$ cat src/rtl/booth_host.sv
// rtl/booth_host.sv - request/response sequencer for the 6-bit signed Booth multiplier
// Drives operands over inbus/start and collects the 12-bit product in two outbus beats.
module booth_host #(
  parameter int START_CYC = 2,
  parameter int GAP_CYC   = 3,
  parameter int TIMEOUT   = 63
) (
  input  logic        clk,
  input  logic        rst,
  input  logic        req_valid,
  output logic        req_ready,
  input  logic [5:0]  a,
  input  logic [5:0]  b,
  output logic        resp_valid,
  input  logic        resp_ready,
  output logic [11:0] product,
  output logic        err,
  output logic [5:0]  inbus,
  output logic        start,
  input  logic [5:0]  outbus,
  input  logic        ready
);

  typedef enum logic [2:0] {IDLE, STRT, GAP, WAITB, HI, RESP} state_t;

  localparam int CW = 16;

  state_t      state_q, state_d;
  logic [5:0]  b_q, b_d;
  logic [5:0]  inbus_q, inbus_d;
  logic        start_q, start_d;
  logic        resp_valid_q, resp_valid_d;
  logic        err_q, err_d;
  logic [11:0] product_q, product_d;
  logic [CW-1:0] cnt_q, cnt_d;

  always_ff @(posedge clk or posedge rst) begin
    if (rst) begin
      state_q      <= IDLE;
      b_q          <= '0;
      inbus_q      <= '0;
      start_q      <= 1'b0;
      resp_valid_q <= 1'b0;
      err_q        <= 1'b0;
      product_q    <= '0;
      cnt_q        <= '0;
    end else begin
      state_q      <= state_d;
      b_q          <= b_d;
      inbus_q      <= inbus_d;
      start_q      <= start_d;
      resp_valid_q <= resp_valid_d;
      err_q        <= err_d;
      product_q    <= product_d;
      cnt_q        <= cnt_d;
    end
  end

  always_comb begin
    state_d      = state_q;
    b_d          = b_q;
    inbus_d      = inbus_q;
    start_d      = start_q;
    resp_valid_d = resp_valid_q;
    err_d        = err_q;
    product_d    = product_q;
    cnt_d        = cnt_q;

    case (state_q)
      IDLE: begin
        if (req_valid) begin
          state_d   = STRT;
          start_d   = 1'b1;
          inbus_d   = a;
          b_d       = b;
          cnt_d     = '0;
          product_d = '0;
          err_d     = 1'b0;
        end
      end
      STRT: begin
        if (cnt_q == CW'(START_CYC - 1)) begin
          cnt_d   = '0;
          start_d = 1'b0;
          if (GAP_CYC == 0) begin
            state_d = WAITB;
            inbus_d = b_q;
          end else begin
            state_d = GAP;
          end
        end else begin
          cnt_d = cnt_q + 1'b1;
        end
      end
      GAP: begin
        if (cnt_q == CW'(GAP_CYC - 1)) begin
          cnt_d   = '0;
          state_d = WAITB;
          inbus_d = b_q;
        end else begin
          cnt_d = cnt_q + 1'b1;
        end
      end
      WAITB: begin
        // ready takes priority over the timeout on the final wait cycle
        if (ready) begin
          product_d[5:0] = outbus;
          state_d        = HI;
        end else if (cnt_q == CW'(TIMEOUT)) begin
          err_d        = 1'b1;
          product_d    = '0;
          resp_valid_d = 1'b1;
          state_d      = RESP;
        end else begin
          cnt_d = cnt_q + 1'b1;
        end
      end
      HI: begin
        resp_valid_d = 1'b1;
        state_d      = RESP;
        cnt_d        = '0;
        if (ready) begin
          product_d[11:6] = outbus;
        end else begin
          err_d     = 1'b1;
          product_d = '0;
        end
      end
      RESP: begin
        if (resp_ready) begin
          resp_valid_d = 1'b0;
          err_d        = 1'b0;
          inbus_d      = '0;
          state_d      = IDLE;
        end
      end
      default: begin
        state_d = IDLE;
      end
    endcase
  end

  assign req_ready  = (state_q == IDLE);
  assign resp_valid = resp_valid_q;
  assign product    = product_q;
  assign err        = err_q;
  assign inbus      = inbus_q;
  assign start      = start_q;

endmodule

$ cat config.mk
export PLATFORM = sky130hd
export DESIGN_NAME = booth_host
export DESIGN_NICKNAME = d
export VERILOG_FILES = /design/src/rtl/booth_host.sv
export SDC_FILE = /design/constraint.sdc
export NUM_CORES = 1
export LEC_CHECK = 0
export ABC_AREA = 0
export ABC_CLOCK_PERIOD_IN_PS = 4700
export BUFFER_PORTS_ARGS = -buffer_cell sky130_fd_sc_hd__buf_4
export CAP_MARGIN = 20
export CORE_UTILIZATION = 25
export DETAILED_ROUTE_END_ITERATION = 10
export GPL_TIMING_DRIVEN = 0
export PLACE_DENSITY = 0.4
export SYNTH_ARGS = -nofsm -noshare
export SYNTH_HDL_FRONTEND = slang
export SYNTH_SLANG_ARGS = --single-unit
export TNS_END_PERCENT = 10
$ cat constraint.sdc
create_clock -name clk -period 4.7 [get_ports clk]
set_clock_uncertainty 0.15 [all_clocks]
set_input_delay 1.41 -clock clk [delete_from_list [all_inputs] [get_ports clk]]
set_output_delay 1.41 -clock clk [all_outputs]
set_load 0.01 [all_outputs]
==> impl_results.md, run 1 <==
* Total setup buffers inserted after CTS at 0
* TritonCTS Buffers at 5
* Grt ovf at 0
* Synth Area in Adders at 0.0150
* Max-slew violation count at 0
* DP Worst Slack at 1.46 ns
* First-pass GRT wire length at 10,400 µm
* Sink Count at 46
* Final HPWL DP at 4690 µm
* Setup TNS at 0 ns
* # hold bufs at CTS at 0
* Antenna Nets Post-Route at 0
* Avg Vias per Cell at 4.92
* Initial antenna violation count at 0
* Fin crit period at 2.96 ns
* Worst VDD drop at 169 µV
* Post-route cell area at 0.00312 mm²
* Vias in the first global route at 2,014
* Chip Width at 102 µm
* Synthesized flop and latch total at 46
* Post-layout power at 1.77 mW
* Commonest non-fill, non-tap cell in the layout: dfrtp_1
* Total GRT Usage at 0.130
* Cts repair resizes at 0
* Syn Inst Count at 241
* Crit start category: register
* Final Hold Vio Count at 0
* Via count at 2,097
* Post-synth top area cell: dfrtp_1
* Worst EP arrival at 1.40 ns
* Share of layout cells above drive strength 1 at 0.276
* Finished Layout Cells at 426
* Status: finished with violations
* First DRT Iteration DRCs at 90
* Worst R2R Start: cnt_q[0]
* CP Launch Point: state_q[0]
* # port buffers at 43
* Initial core utilization at 0.257
* Hold Startpoint: inbus[3]
* Placement row count at 36
* Worst Hold Class: reg2reg
* Main combinational cell family by area after synthesis: compound AO/OA/AOI/OAI gates
* Die Ht at 102 µm
* Skew-Pair Late Insertion Delay at 0.30 ns
* EDFF count, synth at 0
* CTS tree: yes
* Die area at 0.0104 mm²
* Worst Path Required at 3.14 ns
* Synth unique cells at 49
* Total Wirelength at 6420 µm
* Leakage at 1.36 nW
* Setup crit end kind: primary output
* Routed len/inst at 15.1 µm
* Post-synthesis async set-or-reset flop share at 1.00
* Post-route clock period utilization at 0.630
* Placed Area at 0.00301 mm²
* Final worst slack at 1.74 ns
* Main synth FF type: dfrtp_1
* Most frequent cells in the layout: dfrtp_1 (46), buf_4 (43), nor2_1 (25)
* Yosys top cell area share at 0.461
* Post-Syn Area at 0.00250 mm²
* Final Wtd Congestion at 0.737
* Worst slew pin tran at 0.677 ns
* Area growth, synth to finish at 24.8%
* Mapped Nets at 267
* Yosys warning total at 0
* Placeable Area at 0.00973 mm²
* Pin count of the biggest net entering global routing at 31
* Max-slew headroom at 0.547
* Fmax at 338 MHz
* Final setup viols at 0
* # placed instances at 418
* Clk slew on worst S/H paths at 0.09 ns
* Clk buf depth at 2
* Pwr Density at 567 mW/mm²
* RSZ-0062 raised after global routing: false
* Root Driver: clkbuf_8
* Synth Area in Simple Gates at 0.180
* Synth Area in Compound Gates at 0.245
* CP Class: reg2out
* DR pass1 iterations at 7
* Ant diodes at 0
* Failing checks: DRC
* Final #Nets at 318
* CTS HTree Levels at 2
* Mean Syn Cell Area at 10.4 µm²
* Ports at 45
* MaxCap Viol Count at 0
* Post-Synth XOR/XNOR Area at 0
* Number of remaining DRC errors at 1
* Max FO, Critical Path at 10
* Mux cell area share after synthesis at 0.0541
* Area contributors post-synth: dfrtp_1 (46%), a32o_1 (4.8%), a22o_1 (4.6%)
* Sequential-to-total area share from yosys stat at 0.461
## worst paths after layout
kind / end / slack (ns) / cells past startpoint
setup / recovery: req_ready / 1.74 / 4
hold / removal: inbus[3] / 0.34 / 1
setup reg to reg: cnt_q[10] / 2.26 / 7
hold reg to reg: inbus[3] / 0.34 / 1
max in group asynchronous: state_q[0] / 2.96 / 3
min in group asynchronous: product[1] / 0.94 / 2
## synth_stat cells (all sizes together), types with 6 or more instances
cell / instances
buf: 7
mux2: 12
inv: 9
nand3: 12
o22ai: 6
a32o: 12
nor2: 25
o21ai: 8
a21oi: 10
nand2: 12
a22o: 14
nand2b: 6
clkbuf: 7
dfrtp: 46
## per-layer routing
layer / global-route usage / vias to the layer above / share of wire / wire (µm)
li1: - / 1005 / - / -
met1: 0.172 / 1042 / 0.48 / 3050
met2: 0.214 / 43 / 0.47 / 3040
met3: 0.0239 / 7 / 0.038 / 243
met4: 0.0440 / 0 / 0.014 / 91
met5: 0 / - / 0 / 0
## cell families after synthesis
logic type                 after synthesis
DFF                                     46
buffers and inverters                   23
AOI/OAI and AO/OA                       74
muxes                                   12
adders and majority gates                3
and+or+nand+nor                         83
## critical path, cell delays in order, from the launching register on
cell	delay, ns
dfrtp_1	0.32
buf_2	0.20
buf_1	0.33
nor2_1	0.10
buf_4	0.16
## flip-flops by register name, indices dropped and copies added, names as in the netlist
signal	flops
start	1
b_q	6
state_q	3
cnt_q	16
resp_valid	1
inbus	6
err	1
product	12
## cell type report
class	count	area, µm²
clock buffers	6	72.6
fillers	1056	6610
inverters	9	33.8
plain buffers	14	78.8
flip-flops and latches	46	1150
clock inverters	2	37.5
multi-input cells	172	1230
repair buffers	44	343
well taps	133	166
## where the power goes
group          internal, mW  switching, mW
clock                 0.159          0.142
combinational         0.408          0.468
sequential            0.520         0.0708
## through the flow
step | utilization | hold slack, ns
global placement | 0.307 | 0.326
CTS | 0.320 | 0.355
finish | 0.320 | 0.344
detailed placement | 0.309 | 0.333
floorplan | - | 0.331
global route | 0.320 | 0.368
No activity file was read; power rests on OpenSTA's default activity.
==> run 2, diff against run 1 <==
--- a/config.mk
+++ b/config.mk
@@ -6,13 +6,13 @@
 export NUM_CORES = 1
 export LEC_CHECK = 0
 export ABC_AREA = 0
-export ABC_CLOCK_PERIOD_IN_PS = 4700
+export ABC_CLOCK_PERIOD_IN_PS = 2500
 export BUFFER_PORTS_ARGS = -buffer_cell sky130_fd_sc_hd__buf_4
 export CAP_MARGIN = 20
 export CORE_UTILIZATION = 25
 export DETAILED_ROUTE_END_ITERATION = 10
 export GPL_TIMING_DRIVEN = 0
-export PLACE_DENSITY = 0.4
+export PLACE_DENSITY = 0.42
 export SYNTH_ARGS = -nofsm -noshare
 export SYNTH_HDL_FRONTEND = slang
 export SYNTH_SLANG_ARGS = --single-unit
==> constraint.sdc (replaced) <==
create_clock -name clk -period 2.5 [get_ports clk]
set_clock_uncertainty 0.15 [all_clocks]
set_input_delay 0.75 -clock clk [delete_from_list [all_inputs] [get_ports clk]]
set_output_delay 0.75 -clock clk [all_outputs]
set_load 0.01 [all_outputs]
==> run 2 against run 1 <==
Net effect: the flow now finishes without violations; combinational power increased by 93%; sequential share of layout area decreased by 0.22 points; register-to-register slack got worse by 2.1 ns; worst hold slack got worse by 0.010 ns; first-iteration DRC count increased by 4.4%; non-clock buffer count increased by 1; critical path depth unchanged; die area unchanged; routed wire length increased by 1.3%; worst setup slack got worse by 1.6 ns; clock-buffer cell count decreased by 1; critical path type unchanged; largest cell class unchanged; highest routed layer unchanged.
==> impl_results.md, run 2 (synthesis results as in run 1) <==
* Worst setup endpoint: req_ready (unchanged)
* WP depth at 4 (unchanged)
* Commonest non-fill, non-tap cell in the layout: dfrtp_1 (unchanged)
* Final Hold Vio Count at 0 (unchanged)
* FF/Latch Area at 0.00115 mm² (about the same)
* # hold bufs at CTS at 0 (unchanged)
* Final #Nets at 319 (was 318)
* Worst Path Required at 1.60 ns (was 3.14 ns)
* Pwr Density at 1080 mW/mm² (was 567 mW/mm²)
* CTS HTree Levels at 2 (unchanged)
* DR pass1 iterations at 4 (was 7)
* Initial antenna violation count at 0 (unchanged)
* Initial core utilization at 0.257 (unchanged)
* Worst EP arrival at 1.45 ns (was 1.40 ns)
* Worst slew pin tran at 0.730 ns (was 0.677 ns)
* Number of remaining DRC errors at 0 (was 1)
* # placed instances at 418 (unchanged)
* Psw at 1.32 mW (was 0.681 mW)
* Max-slew headroom at 0.513 (was 0.547)
* Worst VDD drop at 267 µV (was 169 µV)
* Skew-Pair Late Insertion Delay at 0.30 ns (about the same)
* Ports at 45 (unchanged)
* Max reg flops at 16 (unchanged)
* Via count at 2,116 (was 2,097)
* Chip Width at 102 µm (unchanged)
* Setup crit end kind: primary output (unchanged)
* Placement row count at 36 (unchanged)
* Top reg by flops: cnt_q (unchanged)
* Fill cells at 1,061 (was 1,056)
* Clk buf depth at 2 (unchanged)
* Fin Hold WS at 0.334 ns (was 0.344 ns)
* Max FO, Critical Path at 10 (unchanged)
* Total GRT Usage at 0.135 (was 0.130)
* Clk slew on worst S/H paths at 0.10 ns (was 0.09 ns)
* Total Wirelength at 6510 µm (was 6420 µm)
* CP Buf/Inv Count at 3 (unchanged)
* Reg2reg end: cnt_q[14] (was cnt_q[10])
* Worst Hold Class: in2async (was reg2reg)
* Die area at 0.0104 mm² (unchanged)
* Worst R2R Start: cnt_q[1] (was cnt_q[0])
* First-pass GRT wire length at 10,800 µm (was 10,400 µm)
* Leakage at 1.37 nW (was 1.36 nW)
* Post-layout power at 3.39 mW (was 1.77 mW)
* TritonCTS Buffers at 5 (unchanged)
* Post-route clock period utilization at 0.941
* Status: completed (was finished with violations)
* # port buffers at 43 (unchanged)
* R2r setup slk at 0.20 ns (was 2.26 ns)
* Crit start category: register (unchanged)
* Antenna Nets Post-Route at 0 (unchanged)
* CTS tree: yes (unchanged)
* Fmax at 425 MHz
* Multi-input logic area at 0.00124 mm² (was 0.00123 mm²)
* Avg Vias per Cell at 4.96 (was 4.92)
* Internal at 2.06 mW (was 1.09 mW)
* Clock group share of total power at 0.173 (was 0.170)
* Placeable Area at 0.00973 mm² (unchanged)
* Sink Count at 46 (unchanged)
* Finished Layout Cells at 427 (was 426)
* Sequential share of power at 0.329 (was 0.334)
* CP Class: reg2out (unchanged)
* Grt ovf at 0 (unchanged)
* Most frequent cells in the layout: dfrtp_1 (45), buf_4 (44), nor2_1 (25) (was dfrtp_1 (46), buf_4 (43), nor2_1 (25))
* Crit path max-delay family: buffers and inverters (unchanged)
* CP peak stage delay at 0.36 ns (was 0.33 ns)
* RSZ-0062 raised after global routing: false (unchanged)
* Routed len/inst at 15.2 µm (was 15.1 µm)
* Crit path max-delay cell type: buf_1 (unchanged)
* Vias in the first global route at 2,032 (was 2,014)
* Worst Reg-to-Reg Cells at 8 (was 7)
* Combinational share of power at 0.498 (was 0.495)
* MaxCap Viol Count at 0 (unchanged)
* Critical path, cell by cell: buf_2 -> buf_1 -> nor2_1 -> buf_4 (unchanged)
* Final Wtd Congestion at 0.767 (was 0.737)
* CP Launch Point: state_q[0] (unchanged)
* First DRT Iteration DRCs at 94 (was 90)
* Switching share of power at 0.391 (was 0.385)
* Pin count of the biggest net entering global routing at 26 (was 31)
* Root Driver: clkbuf_8 (unchanged)
* Ant diodes at 0 (unchanged)
* Max-slew violation count at 0 (unchanged)
* Die Ht at 102 µm (unchanged)
* Final setup viols at 0 (unchanged)
* Fin crit period at 2.35 ns
* Share of layout cells above drive strength 1 at 0.286 (was 0.276)
* Area growth, synth to finish at 25.7% (was 24.8%)
* Final HPWL DP at 4600 µm (was 4690 µm)
[run 2: changes by cell type in the layout (fill, tap and decap cells not counted), sizes merged]
| cell | delta |
|---|---|
| clkinvlp | +1 |
[run 2: routing by layer]
| metal | GRT usage | share of wire | vias to the layer above |
|---|---|---|---|
| li1 | - | - | 1006 |
| met1 | 0.187 | 0.49 | 1066 |
| met2 | 0.215 | 0.47 | 37 |
| met3 | 0.0226 | 0.029 | 7 |
| met4 | 0.0429 | 0.013 | 0 |
| met5 | 0 | 0 | - |
[run 2: worst min path at each step]
stage,end
floorplan,b_q[0]
global placement,product[3]
detailed placement,inbus[3]
CTS,cnt_q[4]
global route,cnt_q[4]
finish,cnt_q[12]
[run 2: through the flow]
stage / setup slack, ns / util / instance area (µm²) / TNS (ns)
finish: 0.147 / 0.323 / 3140 / 0
global route: 0.0449 / 0.323 / 3140 / 0
global placement: -0.318 / 0.307 / 2990 / -14.82
CTS: 0.0467 / 0.321 / 3120 / 0
detailed placement: -0.0553 / 0.309 / 3010 / -0.194
floorplan: 0.379 / - / 2500 / 0
[run 2: area by class of cell]
cell class	count	share of cell area
multi-input combinational	172	0.396
sequential	46	0.367
timing repair buffer	45	0.112
tap	133	0.0530
buffer	14	0.0259
clock buffer	5	0.0219
clock inverter	3	0.0143
inverter	9	0.0108
[run 2: repair_timing]
item / CTS / global route
setup buffers: 0 / 1
resized for setup: 0 / 3
endpoints found under the setup margin: 0 / 9
[run 2: power by group through the flow]
stage                     logic [mW]  registers (mW)  clock network, mW
after floorplan                 1.03            1.18                  0
after global placement          1.68            1.13                  0
after detailed placement        1.68            1.13                  0
after CTS                       1.69            1.12              0.606
after global routing            1.88            1.15              0.631
final                           1.69            1.12              0.585
[run 2: worst reg2reg max path: stages, from the launching register on]
cell      delay, ns
dfrtp_1        0.45
inv_1          0.07
ha_1           0.21
inv_1          0.08
o21ai_0        0.17
a211oi_4       0.57
nand2b_2       0.10
buf_6          0.16
o311ai_4       0.25
==> run 3, diff against run 2 <==
--- a/config.mk
+++ b/config.mk
@@ -9,10 +9,10 @@
 export ABC_CLOCK_PERIOD_IN_PS = 2500
 export BUFFER_PORTS_ARGS = -buffer_cell sky130_fd_sc_hd__buf_4
 export CAP_MARGIN = 20
-export CORE_UTILIZATION = 25
+export CORE_UTILIZATION = 35
 export DETAILED_ROUTE_END_ITERATION = 10
 export GPL_TIMING_DRIVEN = 0
-export PLACE_DENSITY = 0.42
+export PLACE_DENSITY = 0.54
 export SYNTH_ARGS = -nofsm -noshare
 export SYNTH_HDL_FRONTEND = slang
 export SYNTH_SLANG_ARGS = --single-unit
==> constraint.sdc (replaced) <==
create_clock -name clk -period 2.5 [get_ports clk]
set_clock_uncertainty 0.15 [all_clocks]
set_input_delay 0.75 -clock clk [delete_from_list [all_inputs] [get_ports clk]]
set_output_delay 0.75 -clock clk [all_outputs]
set_load 0.005 [all_outputs]
==> run 3 against run 2 <==
Net effect: worst setup slack better by 0.024 ns; first-iteration DRC count grew 18%; design area down 2.5%; via count down 2.3%; critical endpoint is now cnt_q[10]; largest cell class unchanged; combinational power decreased by 7%; register-to-register slack got worse by 0.03 ns.
==> impl_results.md, run 3 (synthesis results as in run 1) <==
* Status: completed (unchanged)
* CP Class: reg2reg (was reg2out)
* Chip Width at 86.5 µm (was 102 µm)
* Antenna Nets Post-Route at 0 (unchanged)
* TritonCTS Buffers at 5 (unchanged)
* Internal at 1.94 mW (was 2.06 mW)
* Area growth, synth to finish at 22.5% (was 25.7%)
* Final Wtd Congestion at 0.776 (was 0.767)
* Sink Count at 46 (unchanged)
* Clock group share of total power at 0.148 (was 0.173)
* Die area at 0.00748 mm² (was 0.0104 mm²)
* Clk buf depth at 2 (unchanged)
* Fmax at 429 MHz (was 425 MHz)
* Multi-input logic area at 0.00124 mm² (unchanged)
* Worst VDD drop at 261 µV (was 267 µV)
* Worst slew pin tran at 0.626 ns (was 0.730 ns)
* Ports at 45 (unchanged)
* Final #Nets at 318 (was 319)
* # hold bufs at CTS at 0 (unchanged)
* Die Ht at 86.5 µm (was 102 µm)
* Placement row count at 30 (was 36)
* Crit path max-delay cell type: dfrtp_1 (was buf_1)
* Crit start category: register (unchanged)
* Worst EP arrival at 2.37 ns (was 1.45 ns)
* Setup crit end kind: register (was primary output)
* Post-route clock period utilization at 0.932 (was 0.941)
* Via count at 2,067 (was 2,116)
* Max-slew violation count at 0 (unchanged)
* CP Buf/Inv Count at 1 (was 3)
* Worst Hold Class: in2async (unchanged)
* Skew-Pair Late Insertion Delay at 0.31 ns (was 0.30 ns)
* Sequential share of power at 0.351 (was 0.329)
* Vias in the first global route at 1,873 (was 2,032)
* Post-route cell area at 0.00306 mm² (was 0.00314 mm²)
* Initial core utilization at 0.366 (was 0.257)
* Max-slew headroom at 0.581 (was 0.513)
* Switching share of power at 0.385 (was 0.391)
* Worst Path Required at 2.54 ns (was 1.60 ns)
* Grt ovf at 0 (unchanged)
* Root Driver: clkbuf_8 (unchanged)
* Leakage at 1.36 nW (was 1.37 nW)
* CTS tree: yes (unchanged)
* MaxCap Viol Count at 0 (unchanged)
* Final Hold Vio Count at 0 (unchanged)
* Placeable Area at 0.00683 mm² (was 0.00973 mm²)
* Pwr Density at 1030 mW/mm² (was 1080 mW/mm²)
* Most frequent cells in the layout: dfrtp_1 (46), buf_4 (43), nor2_1 (25) (was dfrtp_1 (45), buf_4 (44), nor2_1 (25))
* Final HPWL DP at 4190 µm (was 4600 µm)
* Ant diodes at 0 (unchanged)
* # port buffers at 43 (unchanged)
* Critical path, cell by cell: ha_1 -> and4_1 -> nand4_1 -> o21ai_4 -> clkbuf_4 -> nor2_1 -> a22o_1 (was buf_2 -> buf_1 -> nor2_1 -> buf_4)
* Worst R2R Start: cnt_q[0] (was cnt_q[1])
* Psw at 1.22 mW (was 1.32 mW)
* Max reg flops at 16 (unchanged)
* DR pass1 iterations at 4 (unchanged)
* First-pass GRT wire length at 9360 µm (was 10,800 µm)
* Initial antenna violation count at 0 (unchanged)
* Final setup viols at 0 (unchanged)
* FF/Latch Area at 0.00115 mm² (about the same)
* Fin crit period at 2.33 ns (was 2.35 ns)
* Total Wirelength at 5950 µm (was 6510 µm)
* Placed Area at 0.00296 mm² (was 0.00301 mm²)
* Crit path max-delay family: simple AND/OR/NAND/NOR gates (was buffers and inverters)
* Combinational share of power at 0.501 (was 0.498)
* Clk slew on worst S/H paths at 0.09 ns (was 0.10 ns)
* CTS HTree Levels at 2 (unchanged)
* Pin count of the biggest net entering global routing at 26 (unchanged)
* Final Util at 0.448 (was 0.323)
* Routed len/inst at 15.3 µm (was 15.2 µm)
* Avg Vias per Cell at 5.31 (was 4.96)
* Commonest non-fill, non-tap cell in the layout: dfrtp_1 (unchanged)
* RSZ-0062 raised after global routing: false (unchanged)
* Number of remaining DRC errors at 0 (unchanged)
* CP peak stage delay at 0.47 ns (was 0.36 ns)
* Max FO, Critical Path at 10 (unchanged)
* Fill cells at 670 (was 1,061)
* First DRT Iteration DRCs at 111 (was 94)
* Total GRT Usage at 0.161 (was 0.135)
* Top reg by flops: cnt_q (unchanged)
* Share of layout cells above drive strength 1 at 0.280 (was 0.286)
* CP Launch Point: cnt_q[0] (was state_q[0])
==> run 3: what timing repair did <==
action,4_1_cts,5_1_grt
resized for setup,0,2
setup buffers,0,0
endpoints found under the setup margin,0,5
==> run 3: path summary, 6_finish.rpt <==
kind                              end  slack, ns  cells past startpoint
max in group asynchronous  product[7]       1.38                      3
setup reg to reg            cnt_q[10]       0.17                      7
hold reg to reg              inbus[3]       0.35                      1
setup / recovery            cnt_q[10]       0.17                      7
hold / removal                 b_q[0]       0.31                      2
min in group clk             inbus[3]       0.35                      1
==> run 3: worst register-to-register path, cell delays in order (launching register included) <==
cell	delay (ns)
dfrtp_1	0.47
ha_1	0.26
and4_1	0.23
nand4_1	0.18
o21ai_4	0.31
clkbuf_4	0.29
nor2_1	0.12
a22o_1	0.21
==> run 3: through the flow <==
step                      std cells  worst slack [ns]  total power [mW]  TNS [ns]  hold slack [ns]
after global placement          380            -0.206              2.68     -9.51            0.325
after global routing            389           0.00615              3.39         0            0.344
after CTS                       389            0.0759              3.19         0            0.321
after detailed placement        381           -0.0182              2.71   -0.0556            0.334
final                           389             0.171              3.16         0            0.308
after floorplan                 241             0.379              2.14         0            0.331
==> run 3: area by class of cell <==
class,count,share of cell area
repair buffers,44,0.112
plain buffers,14,0.0266
multi-input cells,172,0.406
flip-flops and latches,46,0.376
inverters,9,0.0110
clock inverters,3,0.00695
well taps,96,0.0392
clock buffers,5,0.0225
==> run 3: power by group through the flow <==
stage	Clock (mW)	Sequential, mW	Combinational, mW
2_1_floorplan	0	1.12	1.02
3_3_place_gp	0	1.12	1.56
3_5_place_dp	0	1.13	1.58
4_1_cts	0.492	1.11	1.58
5_1_grt	0.515	1.14	1.74
6_report	0.468	1.11	1.58
==> run 3: layer usage <==
metal | track usage | vias up | wire length, µm
met5 | 0 | - | 0
met1 | 0.225 | 1013 | 2880
met3 | 0.0324 | 5 | 210
met2 | 0.248 | 46 | 2810
met4 | 0.0591 | 0 | 58
li1 | - | 1003 | -
